$ cat src/rtl/lfsr_fifo_pkg.sv
// Shared register map, bit positions and STATUS layout for the LFSR sample FIFO.
package lfsr_fifo_pkg;

  localparam logic [15:0] ADDR_DATA   = 16'h0016;
  localparam logic [15:0] ADDR_STATUS = 16'h0018;
  localparam logic [15:0] ADDR_CTRL   = 16'h001A;

  localparam int unsigned CTRL_EN_BIT    = 0;
  localparam int unsigned CTRL_DECIM_LSB = 8;
  localparam int unsigned CTRL_CLEAR_BIT = 31;

  localparam int unsigned STAT_COUNT_LSB     = 0;
  localparam int unsigned STAT_FULL_BIT      = 8;
  localparam int unsigned STAT_EMPTY_BIT     = 9;
  localparam int unsigned STAT_UNDERFLOW_BIT = 10;
  localparam int unsigned STAT_OVERFLOW_BIT  = 11;
  localparam int unsigned STAT_OVF_CNT_LSB   = 16;

  typedef enum logic [1:0] {
    REG_NONE,
    REG_DATA,
    REG_STATUS,
    REG_CTRL
  } t_reg_sel;

  typedef struct packed {
    logic [31:0] rsvd_hi;
    logic [15:0] ovf_cnt;
    logic [3:0]  rsvd_lo;
    logic        overflow;
    logic        underflow;
    logic        empty;
    logic        full;
    logic [7:0]  count;
  } t_fifo_status;

  function automatic t_reg_sel decode_addr(input logic [15:0] addr);
    case (addr)
      ADDR_DATA:   return REG_DATA;
      ADDR_STATUS: return REG_STATUS;
      ADDR_CTRL:   return REG_CTRL;
      default:     return REG_NONE;
    endcase
  endfunction

endpackage

$ cat src/rtl/lfsr_sample_fifo_sync_fifo.sv
// Single-clock FIFO with synchronous clear; push while full succeeds only with a same-cycle pop.
module sync_fifo #(
  parameter int W     = 32,
  parameter int DEPTH = 16,
  localparam int AW   = $clog2(DEPTH)
) (
  input  logic         clock,
  input  logic         reset,
  input  logic         clear,
  input  logic         push,
  input  logic         pop,
  input  logic [W-1:0] din,
  output logic [W-1:0] dout,
  output logic [AW:0]  count,
  output logic         full,
  output logic         empty
);

  localparam logic [AW:0] FULL_COUNT = DEPTH[AW:0];

  logic [W-1:0]  mem [DEPTH];
  logic [AW-1:0] wr_ptr;
  logic [AW-1:0] rd_ptr;
  logic          do_push;
  logic          do_pop;

  assign empty   = (count == '0);
  assign full    = (count == FULL_COUNT);
  assign do_pop  = pop && !empty;
  assign do_push = push && (!full || do_pop);
  assign dout    = mem[rd_ptr];

  always_ff @(posedge clock) begin
    if (!reset || clear) begin
      wr_ptr <= '0;
      rd_ptr <= '0;
      count  <= '0;
    end else begin
      if (do_push) wr_ptr <= wr_ptr + 1'b1;
      if (do_pop)  rd_ptr <= rd_ptr + 1'b1;
      case ({do_push, do_pop})
        2'b10:   count <= count + 1'b1;
        2'b01:   count <= count - 1'b1;
        default: count <= count;
      endcase
    end
  end

  always_ff @(posedge clock) begin
    if (do_push) mem[wr_ptr] <= din;
  end

endmodule

$ cat src/rtl/lfsr_sample_fifo.sv
// LFSR capture buffer: decimates LFSR steps into a FIFO drained by pop-on-read MMIO.
module lfsr_sample_fifo
  import lfsr_fifo_pkg::*;
#(
  parameter int N     = 32,
  parameter int DEPTH = 16,
  localparam int AW   = $clog2(DEPTH)
) (
  input  logic          clock,
  input  logic          reset,
  input  logic [N-1:0]  sample_in,
  input  logic          sample_valid,
  input  logic          mmio_wr,
  input  logic          mmio_rd,
  input  logic [15:0]   mmio_addr,
  input  logic [63:0]   mmio_wdata,
  output logic          rd_hit,
  output logic [63:0]   rd_data,
  output logic          full,
  output logic          empty
);

  t_reg_sel     sel;
  logic         wr_ctrl;
  logic         clear;
  logic         pop;
  logic         capture;
  logic         drop;
  logic         en;
  logic [7:0]   decim;
  logic [7:0]   dc;
  logic         underflow;
  logic         overflow;
  logic [15:0]  ovf_cnt;
  logic [N-1:0] fifo_dout;
  logic [AW:0]  fifo_count;
  t_fifo_status status;
  logic [63:0]  ctrl_rd;
  logic [63:0]  rsp_data;
  logic         unused_wdata;

  assign sel          = decode_addr(mmio_addr);
  assign wr_ctrl      = mmio_wr && (sel == REG_CTRL);
  assign clear        = wr_ctrl && mmio_wdata[CTRL_CLEAR_BIT];
  assign pop          = mmio_rd && (sel == REG_DATA);
  assign capture      = sample_valid && en && (dc == decim);
  // A pop while full frees the slot this cycle, so the capture is not lost.
  assign drop         = capture && full && !pop;
  assign unused_wdata = ^{mmio_wdata[63:32], mmio_wdata[30:16], mmio_wdata[7:1]};

  sync_fifo #(
    .W     (N),
    .DEPTH (DEPTH)
  ) u_fifo (
    .clock (clock),
    .reset (reset),
    .clear (clear),
    .push  (capture),
    .pop   (pop),
    .din   (sample_in),
    .dout  (fifo_dout),
    .count (fifo_count),
    .full  (full),
    .empty (empty)
  );

  always_ff @(posedge clock) begin
    if (!reset) begin
      en    <= 1'b0;
      decim <= '0;
    end else if (wr_ctrl) begin
      en    <= mmio_wdata[CTRL_EN_BIT];
      decim <= mmio_wdata[CTRL_DECIM_LSB +: 8];
    end
  end

  always_ff @(posedge clock) begin
    if (!reset || wr_ctrl) begin
      dc <= '0;
    end else if (sample_valid && en) begin
      dc <= capture ? 8'd0 : dc + 8'd1;
    end
  end

  always_ff @(posedge clock) begin
    if (!reset || clear) begin
      underflow <= 1'b0;
      overflow  <= 1'b0;
      ovf_cnt   <= '0;
    end else begin
      if (pop && empty) underflow <= 1'b1;
      if (drop) begin
        overflow <= 1'b1;
        if (ovf_cnt != '1) ovf_cnt <= ovf_cnt + 16'd1;
      end
    end
  end

  always_comb begin
    status = '0;
    status[STAT_COUNT_LSB +: 8]    = 8'(fifo_count);
    status[STAT_FULL_BIT]          = full;
    status[STAT_EMPTY_BIT]         = empty;
    status[STAT_UNDERFLOW_BIT]     = underflow;
    status[STAT_OVERFLOW_BIT]      = overflow;
    status[STAT_OVF_CNT_LSB +: 16] = ovf_cnt;

    ctrl_rd = '0;
    ctrl_rd[CTRL_EN_BIT]          = en;
    ctrl_rd[CTRL_DECIM_LSB +: 8]  = decim;

    rsp_data = '0;
    case (sel)
      REG_DATA:   rsp_data = empty ? 64'd0 : 64'(fifo_dout);
      REG_STATUS: rsp_data = status;
      REG_CTRL:   rsp_data = ctrl_rd;
      default:    rsp_data = '0;
    endcase
  end

  always_ff @(posedge clock) begin
    if (!reset) begin
      rd_hit  <= 1'b0;
      rd_data <= '0;
    end else begin
      rd_hit  <= mmio_rd && (sel != REG_NONE);
      rd_data <= rsp_data;
    end
  end

endmodule
$ cat config.mk
export PLATFORM = sky130hd
export DESIGN_NAME = lfsr_sample_fifo
export DESIGN_NICKNAME = d
export VERILOG_FILES = /design/src/rtl/lfsr_fifo_pkg.sv /design/src/rtl/lfsr_sample_fifo_sync_fifo.sv /design/src/rtl/lfsr_sample_fifo.sv
export SDC_FILE = /design/constraint.sdc
export NUM_CORES = 1
export LEC_CHECK = 0
export ABC_AREA = 1
export BUFFER_PORTS_ARGS = -buffer_cell sky130_fd_sc_hd__buf_2
export CAP_MARGIN = 20
export CORE_MARGIN = 2
export CORE_UTILIZATION = 40
export DETAILED_ROUTE_END_ITERATION = 10
export GPL_ROUTABILITY_DRIVEN = 0
export GPL_TIMING_DRIVEN = 0
export MAX_ROUTING_LAYER = met4
export PLACE_DENSITY_LB_ADDON = 0.05
export RECOVER_POWER = 25
export SYNTH_ARGS = -nofsm -noshare
export SYNTH_HDL_FRONTEND = slang
export SYNTH_HIERARCHICAL = 1
export SYNTH_SLANG_ARGS = --single-unit
$ cat constraint.sdc
create_clock -name clock -period 6.8 [get_ports clock]
set_clock_uncertainty 0.1 [all_clocks]
set_input_delay 1.02 -clock clock [delete_from_list [all_inputs] [get_ports clock]]
set_output_delay 1.02 -clock clock [all_outputs]
set_load 0.02 [all_outputs]
==> qor.csv, run 1 <==
metric;value;unit
status;finished, final reports clean;
Most used DFF post-synth;edfxtp_1;
total grt overflow;0;
core area;0.0630;mm2
fillcell total;5859;
routed wire length;78.7;mm
Root Driver;clkbuf_16;
Post-CTS Setup Repair Bufs;0;
dpl hpwl;52.9;mm
CTS HTree Levels;3;
cts bufs inserted;68;
Syn Inst Count;2246;
clock tree buffer depth;3;
Iteration-0 DRC Markers;1569;
Max VDD drop;142;uV
final cycle utilization of the critical path;52.9;%
Boundary Pins;184;
Hold Path Stages;2;
CTS tree;done;
diode count;0;
Total GRT Usage;24.6;%
unique cell type count in the Yosys netlist;43;
max-slew violation count;0;
drt drc;0;
fraction of layout cells with a size suffix above 1;14.0;%
largest net degree at the start of global routing;20;
critical path required time;6.99;ns
DRT Pass-1 Iters;7;
EDFF count, synth;512;
post-DR vias/cell;5.21;
Worst setup EP type;register;
kind of critical path;input port to register;
Worst EP arrival;3.79;ns
slew margin rel.;22.9;%
DIE AREA;0.0657;mm2
R2R Setup Slk;3.42;ns
sequential fraction of the synthesis area;67.1;%
Worst-path clk slew;0.06;ns
CP startpoint kind;input port;
post-synth top area share;60.4;%
Die H;256;um
routed vias;17500;
leakage;0.0107;uW
antenna violations before repair;1;
design area;0.0296;mm2
area grow syn2layout;16.2;%
Post-Syn Area;0.0255;mm2
main area contributors after synthesis;edfxtp_1 60%, dfxtp_1 6.7%, nand2_1 4.7%;
synth warn;6;
Least-Margin Pin Slew;1.16;ns
vias in the first global route;17100;
final hold vios;0;
# rows;92;
Setup TNS;0;ns
Initial Util;40.4;%
Yosys top cell by area;edfxtp_1;
Final Setup Violations;0;
min cycle time layout;3.60;ns
chip width;256;um
total clock sinks;597;
first-pass GRT wire length;114;mm
# hold bufs at CTS;0;
Pwr per Cell Area;253;mW/mm2
wire length per cell;23.5;um
post-CTS sizing;0;
FF-to-FF path depth;11;
Routed Antenna Nets;0;
Hold Path Class;register to register;
Max-cap violations;0;
RSZ-0062 raised after global routing;no;
async set or reset register ratio after synthesis;0;%
Port-buffer cells;97;
Fmax;278;MHz
Crit Path Max Fanout;18;
Area after DPL;0.0276;mm2
Seq cells post-synth;597;
Synth Area per Inst;11.3;um2
clk_lat worst skew;0.60;ns
nets;2589;
==> area by class of cell <==
type                            count  area (um2)  share of cell area (%)
Sequential cell                   597       17100                    57.7
Clock inverter                     25         164                   0.554
Multi-Input combinational cell   1209        6310                    21.3
Inverter                          317        1190                    4.02
Tap cell                          846        1060                    3.58
Clock buffer                       94        1870                    6.33
Buffer                            154        1120                    3.77
Timing Repair Buffer              114         793                    2.68
==> where the power goes <==
group	leakage, uW	switching [uW]	total [uW]	internal (uW)
sequential	0.00528	0.000144	3970	3970
combinational	0.00441	80.1	107	27.0
clock	0.000992	1420	3410	1990
total	0.0107	1500	7490	5990
==> state kept, by name, indices dropped and copies added, names as in the netlist, named ones only <==
signal	cells
underflow	1
rd_data	32
u_fifo/mem	512
u_fifo/count	5
u_fifo/wr_ptr	4
decim	8
u_fifo/rd_ptr	4
overflow	1
ovf_cnt	16
en	1
rd_hit	1
dc	8
==> logic make-up after synthesis <==
group                      after synthesis  synth area share (%)
buffers and inverters                  471                  9.06
other                                    1                0.0147
adders and majority gates               11                 0.570
and+or+nand+nor                        670                  11.8
AOI/OAI and AO/OA                      472                  10.7
DFF                                    597                  67.1
xor gates and xnor gates                24                 0.826
==> cells in the final DEF, fill, tap and decap left out, types with 71 or more instances in the layout <==
| cell | synthesis | routed |
|---|---|---|
| buf_2 | 29 | 104 |
| inv_1 | 306 | 306 |
| nand2_1 | 319 | 319 |
| nand3_1 | 216 | 216 |
| edfxtp_1 | 512 | 512 |
| dfxtp_1 | 85 | 85 |
| a21oi_1 | 187 | 187 |
| o21ai_1 | 85 | 85 |
| clkbuf_16 | 0 | 71 |
| o211ai_1 | 128 | 128 |
==> metal layers <==
layer	GRT usage [%]	vias up	wire length, um
met3	3.84	116	5160
met4	7.26	0	1820
met5	-	-	0
li1	-	8166	-
met1	32.4	8597	34200
met2	39.6	597	37600
==> worst paths after layout <==
path,to,from
max,u_fifo/mem[3][20],mmio_addr[15]
min,underflow,underflow
max reg2reg,u_fifo/mem[3][20],en
min reg2reg,underflow,underflow
==> worst max-delay path, cell delays in order <==
cell,delay (ns)
buf_2,0.10
nor2_1,0.09
nand2_1,0.07
nor2_2,0.29
nand4_1,0.29
inv_1,0.27
o21ai_2,0.15
inv_2,0.13
nand2_1,0.25
nor2_4,0.81
buf_12,0.28
==> metrics by stage <==
stage               instances  utilization [%]  hold slack [ns]  total power [uW]  setup WS, ns
finish                   3356             47.0            0.357              7490          3.20
global route             3356             47.0            0.375              7720          3.04
CTS                      3356             47.0            0.356              7570          3.19
detailed placement       3237             43.8            0.347              4160          2.58
global placement         3220             43.1            0.341              4150        0.0322
floorplan                2277                -            0.330              4090          2.83
==> Yosys cell counts (2+ instances only) <==
library cell and number:
buf_8 2, buf_2 29, buf_1 9, nor3_1 6, a31oi_1 2, ha_1 10, o21ai_2 2, dfxtp_1 85
edfxtp_1 512, nand2_2 6, nor2_1 78, o211ai_1 128, nand3_1 216, nand3_2 4, xnor2_1 12, clkbuf_1 26
nand2_1 319, o21ai_0 64, buf_6 43, nand4_1 20, buf_4 40, a21oi_1 187, nor3_4 2, inv_1 306
inv_2 10, nor2_4 3, a21oi_2 2, nand3b_1 2, o21ai_1 85, xor2_1 12, nor2_2 8, clkbuf_2 5
No activity file was read; power rests on OpenSTA's default activity.
==> inputs of run 2 (changes only) <==
- ABC_AREA: 1 -> 0
- clock period: 6.8 -> 3 ns (I/O delays scaled with it)
==> qor.csv, run 2 <==
metric;value;unit
Net Sw Power;3310;uW
total grt overflow;0;
R2R Setup Slk;-0.10;ns
Worst-path clk slew;0.06;ns
Worst setup EP type;register;
Root Driver;clkbuf_16;
unique cell type count in the Yosys netlist;62;
CP startpoint kind;register;
CP endpoint;u_fifo/count[4];
CTS tree;done;
commonest cells after routing, fill and taps aside;512 x edfxtp_1, 128 x mux4_2, 88 x a22oi_1, 87 x buf_2, 79 x dfxtp_1;
Initial Util;40.5;%
cts bufs inserted;61;
commonest non-fill, non-tap cell in the layout;edfxtp_1;
Die H;246;um
wire length per cell;25.7;um
CP Cell Sequence;xor2_2 > nor4_2 > nand3_1 > nor4_2 > buf_4 > buf_6 > nor2b_4 > o21ai_4 > inv_4 > ha_4 > nand2b_4 > a21o_1 > a2111o_1 > or3_1;
Fmax;322;MHz
failing checks;negative setup slack;
vias in the first global route;12800;
placed cell count;2191;
sw frac;19.9;%
# rows;88;
Hold Path Class;input port to register;
Syn Inst Count;1272;
pre-CTS setup slack;-0.662;ns
clock tree buffer depth;3;
core area;0.0577;mm2
post-DR vias/cell;5.36;
Most used DFF post-synth;edfxtp_1;
FF-to-FF path depth;14;
Levels on crit path;14;
Seq pwr share;54.0;%
final cycle utilization of the critical path;103;%
area grow syn2layout;20.7;%
min cycle time layout;3.10;ns
most common cell in the netlist;edfxtp_1;
Post-Syn Area;0.0234;mm2
CTS HTree Levels;2;
Routed Antenna Nets;0;
status;complete, but fails checks;
Worst EP arrival;3.50;ns
diode count;0;
Least-Margin Pin Slew;0.943;ns
dpl hpwl;38.9;mm
antenna violations before repair;2;
CP max stage delay;0.36;ns
Iteration-0 DRC Markers;1069;
Seq cells post-synth;597;
internal power;13400;uW
Clock power frac;44.6;%
EDFF count, synth;512;
clk_lat worst skew;0.62;ns
DRT Pass-1 Iters;5;
CP max stage cell;dfxtp_4;
critical path required time;3.40;ns
nets;1664;
drt drc;0;
main area contributors after synthesis;edfxtp_1 66%, mux4_2 12%, dfxtp_1 7.3%;
Synth top cells by count;512 x edfxtp_1, 128 x mux4_2, 88 x a22oi_1, 85 x dfxtp_1, 72 x nor2_1;
final setup margin;-0.104;ns
routed vias;12600;
post-synth top area share;65.8;%
max-slew violation count;0;
fraction of layout cells with a size suffix above 1;30.2;%
synth warn;6;
RSZ-0062 raised after global routing;yes;
Largest register FFs;512;
Boundary Pins;184;
Port-buffer cells;97;
Worst Path Buf+Inv;3;
crit path launch;dc[2];
Max VDD drop;444;uV
CP top delay family;simple AND/OR/NAND/NOR gates;
final hold vios;0;
most used cell, CP;nor4_2;
slew margin rel.;37.1;%
routed wire length;60.4;mm
Final Setup Violations;2;
hold_sp;reset;
DIE AREA;0.0603;mm2
Crit Path Max Fanout;4;
design area;0.0282;mm2
Total GRT Usage;20.5;%
async set or reset register ratio after synthesis;0;%
chip width;246;um
final cell count without fillers;2353;
kind of critical path;register to register;
r2r endpoint;u_fifo/count[4];
Area after DPL;0.0255;mm2
total clock sinks;597;
logic gate share of total power;1.5;%
first-pass GRT wire length;86.8;mm
Synth Area per Inst;18.4;um2
largest registers;u_fifo/mem: 512 flops, rd_data: 32 flops, ovf_cnt: 16 flops;
sequential fraction of the synthesis area;73.1;%
Max-cap violations;0;
reg2reg start;dc[2];
largest net degree at the start of global routing;25;
Top reg by flops;u_fifo/mem;
leakage;0.00934;uW
Yosys top cell by area;edfxtp_1;
Pwr per Cell Area;591;mW/mm2
[run 2: cell count changes after synthesis, moves of 59 or more]
| cell | change |
|---|---|
| a21oi_1 | -182 |
| a22oi_1 | +88 |
| inv_1 | -290 |
| mux4_2 | +128 |
| nand2_1 | -254 |
| nand3_1 | -199 |
| o211ai_1 | -123 |
| o21ai_0 | -59 |
| o21ai_1 | -85 |
[run 2: worst min path at each step]
stage                         to  depth (start not counted)
6_report                   dc[1]                          3
3_5_place_dp            overflow                          2
3_3_place_gp            overflow                          2
5_1_grt        u_fifo/mem[7][18]                          1
4_1_cts        u_fifo/mem[3][31]                          1
2_1_floorplan          underflow                          2
[run 2: timing repair]
item	CTS	global route
hold buffers	10	0
pin swaps	13	18
setup endpoints to repair	495	243
buffers inserted	22	12
resized for setup	31	35
gates cloned	0	4
endpoints found under the hold margin	10	0
[run 2: final cells by class]
type | instances | area, um2
clock inverter | 29 | 209
buffer | 97 | 573
fill | 4852 | 29500
timing repair buffer | 170 | 1480
clock buffer | 86 | 1750
tap | 765 | 957
sequential | 597 | 17100
multi-input combinational | 593 | 6080
inverter | 16 | 62.6
[run 2: power by group through the flow]
stage / Sequential (uW) / Combinational, uW / Clock [uW]
finish: 8990 / 242 / 7430
global route: 8990 / 270 / 7940
CTS: 8990 / 251 / 7620
detailed placement: 9170 / 241 / 0
global placement: 9170 / 231 / 0
floorplan: 9170 / 91.5 / 0
[run 2: per-layer routing]
layer / GRT usage, % / vias to the layer above / wire length (um)
li1: - / 5590 / -
met1: 28.5 / 6600 / 27500
met2: 31.8 / 346 / 28500
met3: 3.55 / 78 / 3250
met4: 4.21 / 0 / 1150
met5: - / - / 0
[run 2: cell families (layout without fill, tap and decap cells)]
kind of cell | count (synthesis) | in the layout | synth area share [%]
AOI/OAI and AO/OA | 135 | 135 | 4.44
xor gates and xnor gates | 30 | 30 | 1.13
adders and majority gates | 11 | 11 | 0.621
buffers and inverters | 113 | 398 | 2.57
DFF | 597 | 597 | 73.1
muxes | 132 | 132 | 12.5
other | 1 | 32 | 0.0161
and+or+nand+nor | 253 | 253 | 5.60
[run 2: worst reg2reg max path: cells and delay by family (launching register included)]
| family | cells | cell delay [ns] |
|---|---|---|
| AND/OR/NAND/NOR | 6 | 1.14 |
| AO/OA/AOI/OAI | 3 | 0.58 |
| flip-flops | 1 | 0.36 |
| buffers and inverters | 3 | 0.34 |
| adder cells (fa/ha/maj) | 1 | 0.28 |
| XOR/XNOR | 1 | 0.18 |
[run 2: per-stage QoR]
step / TNS (ns) / hold WS [ns] / util, % / total power (uW)
global route: -1.21 / 0.114 / 48.9 / 17200
finish: -0.136 / 0.116 / 48.9 / 16700
global placement: -595.67 / 0.354 / 43.5 / 9400
CTS: -0.0531 / 0.0757 / 48.4 / 16900
detailed placement: -225.73 / 0.371 / 44.2 / 9410
floorplan: -16.17 / 0.338 / - / 9270
